$ cat config.mk
export PLATFORM = sky130hd
export DESIGN_NAME = csr_exec_seq
export DESIGN_NICKNAME = d
export VERILOG_FILES = /design/src/rtl/csr_exec_seq.sv
export SDC_FILE = /design/constraint.sdc
export NUM_CORES = 1
export LEC_CHECK = 0
export BUFFER_PORTS_ARGS = -buffer_cell sky130_fd_sc_hd__buf_2
export CAP_MARGIN = 5
export CORE_MARGIN = 4
export CORE_UTILIZATION = 45
export CTS_CLUSTER_SIZE = 25
export DETAILED_ROUTE_END_ITERATION = 16
export PLACE_DENSITY = 0.72
export SYNTH_ARGS = -nofsm -noshare
export SYNTH_HDL_FRONTEND = slang
export SYNTH_SLANG_ARGS = --single-unit
$ cat constraint.sdc
create_clock -name clk -period 3.3 [get_ports clk]
set_clock_uncertainty 0.15 [all_clocks]
set_input_delay 0.33 -clock clk [delete_from_list [all_inputs] [get_ports clk]]
set_output_delay 0.33 -clock clk [all_outputs]
set_load 0.1 [all_outputs]
$ cat src/rtl/csr_exec_seq.sv
// csr_exec_seq: sequences one CSR-class instruction (CSRRW/CSRRS/CSRRC,
// ECALL, MRET) into read and dual-port write cycles for the CSR file,
// returning the old CSR value for rd and a PC redirect for traps/returns.
module csr_exec_seq #(
    parameter logic [31:0] ECALL_CAUSE = 32'd11
) (
    input  logic        clk,
    input  logic        rst,
    input  logic        req,
    input  logic [2:0]  op,
    input  logic [11:0] csr_addr,
    input  logic [31:0] rs1_val,
    input  logic        rs1_zero,
    input  logic [31:0] pc,
    output logic        busy,
    output logic        done,
    output logic        illegal,
    output logic [31:0] rd_val,
    output logic        redirect,
    output logic [31:0] next_pc,
    output logic        csr_wen,
    output logic [11:0] csr_waddr1,
    output logic [31:0] csr_wdata1,
    output logic [11:0] csr_waddr2,
    output logic [31:0] csr_wdata2,
    output logic [11:0] csr_raddr,
    input  logic [31:0] csr_rdata
);

    localparam logic [2:0] OP_CSRRW = 3'd0;
    localparam logic [2:0] OP_CSRRS = 3'd1;
    localparam logic [2:0] OP_CSRRC = 3'd2;
    localparam logic [2:0] OP_ECALL = 3'd3;
    localparam logic [2:0] OP_MRET  = 3'd4;

    localparam logic [11:0] CSR_MSTATUS = 12'h300;
    localparam logic [11:0] CSR_MTVEC   = 12'h305;
    localparam logic [11:0] CSR_MEPC    = 12'h341;
    localparam logic [11:0] CSR_MCAUSE  = 12'h342;

    typedef enum logic [1:0] {
        S_IDLE  = 2'd0,
        S_READ  = 2'd1,
        S_WRITE = 2'd2,
        S_DONE  = 2'd3
    } state_t;

    // Only the four machine-mode CSRs below exist in this CSR file.
    function automatic logic csr_supported(input logic [11:0] addr);
        logic hit;
        case (addr)
            CSR_MSTATUS, CSR_MTVEC, CSR_MEPC, CSR_MCAUSE: hit = 1'b1;
            default:                                      hit = 1'b0;
        endcase
        return hit;
    endfunction

    state_t      state_r;
    logic [2:0]  op_r;
    logic [11:0] addr_r;
    logic [31:0] rs1_r;
    logic        rs1_zero_r;
    logic [31:0] pc_r;
    logic [31:0] old_r;
    logic        illegal_r;
    logic [31:0] rd_val_r;
    logic [31:0] next_pc_r;

    logic        req_illegal_s;
    logic        write_skip_s;
    logic        done_s;
    logic        redirect_s;
    logic        wen_s;
    logic [11:0] waddr1_s;
    logic [31:0] wdata1_s;
    logic [11:0] waddr2_s;
    logic [31:0] wdata2_s;
    logic [11:0] raddr_s;

    assign req_illegal_s = (op > OP_MRET) ||
                           ((op <= OP_CSRRC) && !csr_supported(csr_addr));

    // Set/clear with rs1 = x0 must not write, although WRITE is still visited.
    assign write_skip_s = ((op_r == OP_CSRRS) || (op_r == OP_CSRRC)) && rs1_zero_r;

    // Sequencer state, latched request fields and held result registers.
    always_ff @(posedge clk or negedge rst) begin
        if (!rst) begin
            state_r    <= S_IDLE;
            op_r       <= 3'd0;
            addr_r     <= 12'd0;
            rs1_r      <= 32'd0;
            rs1_zero_r <= 1'b0;
            pc_r       <= 32'd0;
            old_r      <= 32'd0;
            illegal_r  <= 1'b0;
            rd_val_r   <= 32'd0;
            next_pc_r  <= 32'd0;
        end else begin
            case (state_r)
                S_IDLE: begin
                    if (req) begin
                        op_r       <= op;
                        addr_r     <= csr_addr;
                        rs1_r      <= rs1_val;
                        rs1_zero_r <= rs1_zero;
                        pc_r       <= pc;
                        if (req_illegal_s) begin
                            state_r   <= S_DONE;
                            illegal_r <= 1'b1;
                            rd_val_r  <= 32'd0;
                        end else begin
                            state_r <= S_READ;
                        end
                    end
                end
                S_READ: begin
                    old_r <= csr_rdata;
                    if (op_r == OP_MRET) begin
                        state_r   <= S_DONE;
                        illegal_r <= 1'b0;
                        rd_val_r  <= 32'd0;
                        next_pc_r <= csr_rdata;
                    end else begin
                        state_r <= S_WRITE;
                    end
                end
                S_WRITE: begin
                    state_r   <= S_DONE;
                    illegal_r <= 1'b0;
                    if (op_r == OP_ECALL) begin
                        rd_val_r  <= 32'd0;
                        next_pc_r <= old_r;
                    end else begin
                        rd_val_r <= old_r;
                    end
                end
                S_DONE: begin
                    state_r <= S_IDLE;
                end
                default: begin
                    state_r <= S_IDLE;
                end
            endcase
        end
    end

    // CSR file strobes and handshake outputs decoded from state and latched fields.
    always_comb begin
        done_s     = 1'b0;
        redirect_s = 1'b0;
        wen_s      = 1'b0;
        waddr1_s   = 12'h000;
        wdata1_s   = 32'd0;
        waddr2_s   = 12'h000;
        wdata2_s   = 32'd0;
        raddr_s    = 12'h000;
        case (state_r)
            S_READ: begin
                case (op_r)
                    OP_CSRRW, OP_CSRRS, OP_CSRRC: raddr_s = addr_r;
                    OP_ECALL:                     raddr_s = CSR_MTVEC;
                    OP_MRET:                      raddr_s = CSR_MEPC;
                    default:                      raddr_s = 12'h000;
                endcase
            end
            S_WRITE: begin
                if (!write_skip_s) begin
                    case (op_r)
                        OP_CSRRW: begin
                            wen_s    = 1'b1;
                            waddr1_s = addr_r;
                            wdata1_s = rs1_r;
                            waddr2_s = addr_r;
                            wdata2_s = rs1_r;
                        end
                        OP_CSRRS: begin
                            wen_s    = 1'b1;
                            waddr1_s = addr_r;
                            wdata1_s = old_r | rs1_r;
                            waddr2_s = addr_r;
                            wdata2_s = old_r | rs1_r;
                        end
                        OP_CSRRC: begin
                            wen_s    = 1'b1;
                            waddr1_s = addr_r;
                            wdata1_s = old_r & ~rs1_r;
                            waddr2_s = addr_r;
                            wdata2_s = old_r & ~rs1_r;
                        end
                        OP_ECALL: begin
                            wen_s    = 1'b1;
                            waddr1_s = CSR_MEPC;
                            wdata1_s = pc_r;
                            waddr2_s = CSR_MCAUSE;
                            wdata2_s = ECALL_CAUSE;
                        end
                        default: begin
                            wen_s = 1'b0;
                        end
                    endcase
                end else begin
                    wen_s = 1'b0;
                end
            end
            S_DONE: begin
                done_s     = 1'b1;
                redirect_s = !illegal_r && ((op_r == OP_ECALL) || (op_r == OP_MRET));
            end
            default: begin
                done_s = 1'b0;
            end
        endcase
    end

    assign busy       = (state_r != S_IDLE);
    assign done       = done_s;
    assign redirect   = redirect_s;
    assign illegal    = illegal_r;
    assign rd_val     = rd_val_r;
    assign next_pc    = next_pc_r;
    assign csr_wen    = wen_s;
    assign csr_waddr1 = waddr1_s;
    assign csr_wdata1 = wdata1_s;
    assign csr_waddr2 = waddr2_s;
    assign csr_wdata2 = wdata2_s;
    assign csr_raddr  = raddr_s;

endmodule
==> results.tsv <==
metric	value	unit
status	finished clean	
mappedNetlistNets	932	
die_h	149	um
cts-root-buf	clkbuf_16	
fill_cells	1342	
gp_congestion	0.746	
startpoint_type	flop	
async_reset_ff_share	100	%
vias	7521	
yosys.area_share.simple	10.4	%
grt_max_degree	64	
holdPathStages	2	
area_growth	52.0	%
pre_cts_ws	551	ps
synth_edf_count	0	
ctsLongestPathBuffers	2	
whs_endpoint	rs1_r[19]	
grt_usage	24.5	%
post-synth-top-count-cell	dfrtp_1	
cts_sinks	179	
nNetsFinal	1290	
crit_type	flop to output port	
rows	51	
synth_compound_area_share	11.2	%
synthesis.area	8910	um2
worstMarginPinSlew	645	ps
synth_top_area_cell	dfrtp_1	
synth_flop_cell	dfrtp_1	
synth_cell_types	39	
synthMuxAreaShare	21.3	%
rrSetupSlack	680	ps
grt-ovfl-total	0	
setup_viol	0	
synth_xor_area_share	0.197	%
max_slew_margin	57.0	%
clk_latency	420	ps
path_clk_slew	70	ps
first_iter_violations	360	
reg2regPathDepth	8	
antenna_found_initial	0	
hp-start	rs1_val[19]	
avgRoutedWirePerCell	18.8	um
cts_tree	done	
synth_area_leaders	dfrtp_1 50%, mux2_2 14%, mux2i_1 7.3%	
start_util	45.8	%
synth_warnings	0	
firstDrtPassIters	5	
critPathCaptureType	output port	
worst_slack	196	ps
ys_seq_area_share	50.3	%
fin_crit_sh	94.1	%
drv_slew	0	
cp.arrival	2620	ps
critical_path_required	2820	ps
multi_input_area	4040	um2
regArea	4480	um2
ant_nets	0	
postCtsSetupBuffers	0	
ys_ff_latch	179	
layout-drive-gt1-share	41.8	%
min_path_type	primary input to flop	
syn_area_per_cell	11.0	um2
r2r-end	next_pc[21]	
die_w	149	um
synthAdderAreaFrac	0.955	%
path_max_fanout	23	
synth_top_family_by_area	multiplexers	
design.die.area	22100	um2
period_needed	3100	ps
pin_count	284	
drv_cap	0	
fmax	322	MHz
numCtsBuffers	17	
synthTopCellsByCount	179 x dfrtp_1, 111 x mux2_2, 75 x nor2_1, 71 x a21oi_1, 65 x mux2i_1	
startpoint	state_r[1]	
via_per_inst	5.20	
rsz0062_at_grt	no	
r2r_start	state_r[1]	
grt_first_pass_wirelength	42.8	mm
port_buffers	283	
grt_pass1_vias	7992	
htreeDepth	4	
dp_hpwl	18.3	mm
hold_violations	0	
route.detailed.drc	0	
coreArea	19500	um2
synthDominantCellAreaShare	50.3	%
drt-total-wl	27.1	mm
diodes	0	
syn_inst	811	
[cell usage in the layout (no fill, tap or decap), types with 3 or more instances in the layout]
master	count
inv_1	40
nand2b_1	6
mux2i_1	65
nand2_1	41
a21o_2	3
nor3b_1	28
clkinv_4	3
o21a_2	24
o21ai_0	11
o21a_1	13
nor2_1	74
buf_4	20
clkbuf_16	17
a21oi_1	68
inv_6	3
dfrtp_1	177
and2_1	19
a21o_1	28
buf_12	92
dlygate4sd3_1	95
a21oi_4	4
inv_8	4
mux2_2	111
buf_2	193
ha_1	4
[logic make-up after synthesis]
family / Yosys count
simple gates: 186
flops: 179
mux: 176
compound gates: 159
buf+inv: 102
fa+ha+maj: 7
xor+xnor: 2
[state kept, by name, indices dropped and copies added, names as in the netlist]
register    count
addr_r         12
illegal         1
next_pc        32
old_r          32
op_r            3
pc_r           32
rd_val         32
rs1_r          32
rs1_zero_r      1
state_r         2
[repair_timing]
item                                    CTS  global route
resized for setup                         0             1
endpoints found under the setup margin    0             1
endpoints found under the hold margin   145             1
hold buffers                             94             1
[worst max path at each step]
stage | endpoint | cells past startpoint
finish | csr_raddr[9] | 5
global route | csr_raddr[6] | 7
CTS | csr_wdata1[31] | 6
detailed placement | csr_wdata1[31] | 6
global placement | csr_wdata1[31] | 6
floorplan | csr_wdata1[0] | 9
[routing by layer]
metal	track usage [%]	part of all wire, %	routed length, um
met5	0	0	0
met1	30.2	40	10900
met4	7.21	2.1	571
met3	6.92	7.3	1990
met2	42.0	50	13600
[worst max-delay path: stages, from the launching register on]
cell	delay, ps
dfrtp_1	430
inv_1	160
ha_2	590
buf_4	400
o21a_1	170
buf_2	420
[final cells by class]
class                           instances  area share [%]
Clock buffer                           17            3.14
Clock inverter                         15            1.38
Inverter                               40            1.11
Multi-Input combinational cell        530            29.8
Sequential cell                       179            33.1
Tap cell                              265            2.45
Timing Repair Buffer                  401            29.0
[metrics by stage]
step	instances	hold WS [ps]	utilization, %	cell area (um2)	TNS, ps
floorplan	811	-116	-	8970	-1360
global placement	1320	175	61.5	12000	0
detailed placement	1320	176	61.5	12000	0
CTS	1446	0.446	69.5	13500	0
global route	1447	1.99	69.6	13500	0
finish	1447	15.9	69.6	13500	0
Power is not shown: default switching activity piles up to over one toggle a cycle in this logic, so the estimate is an artifact.
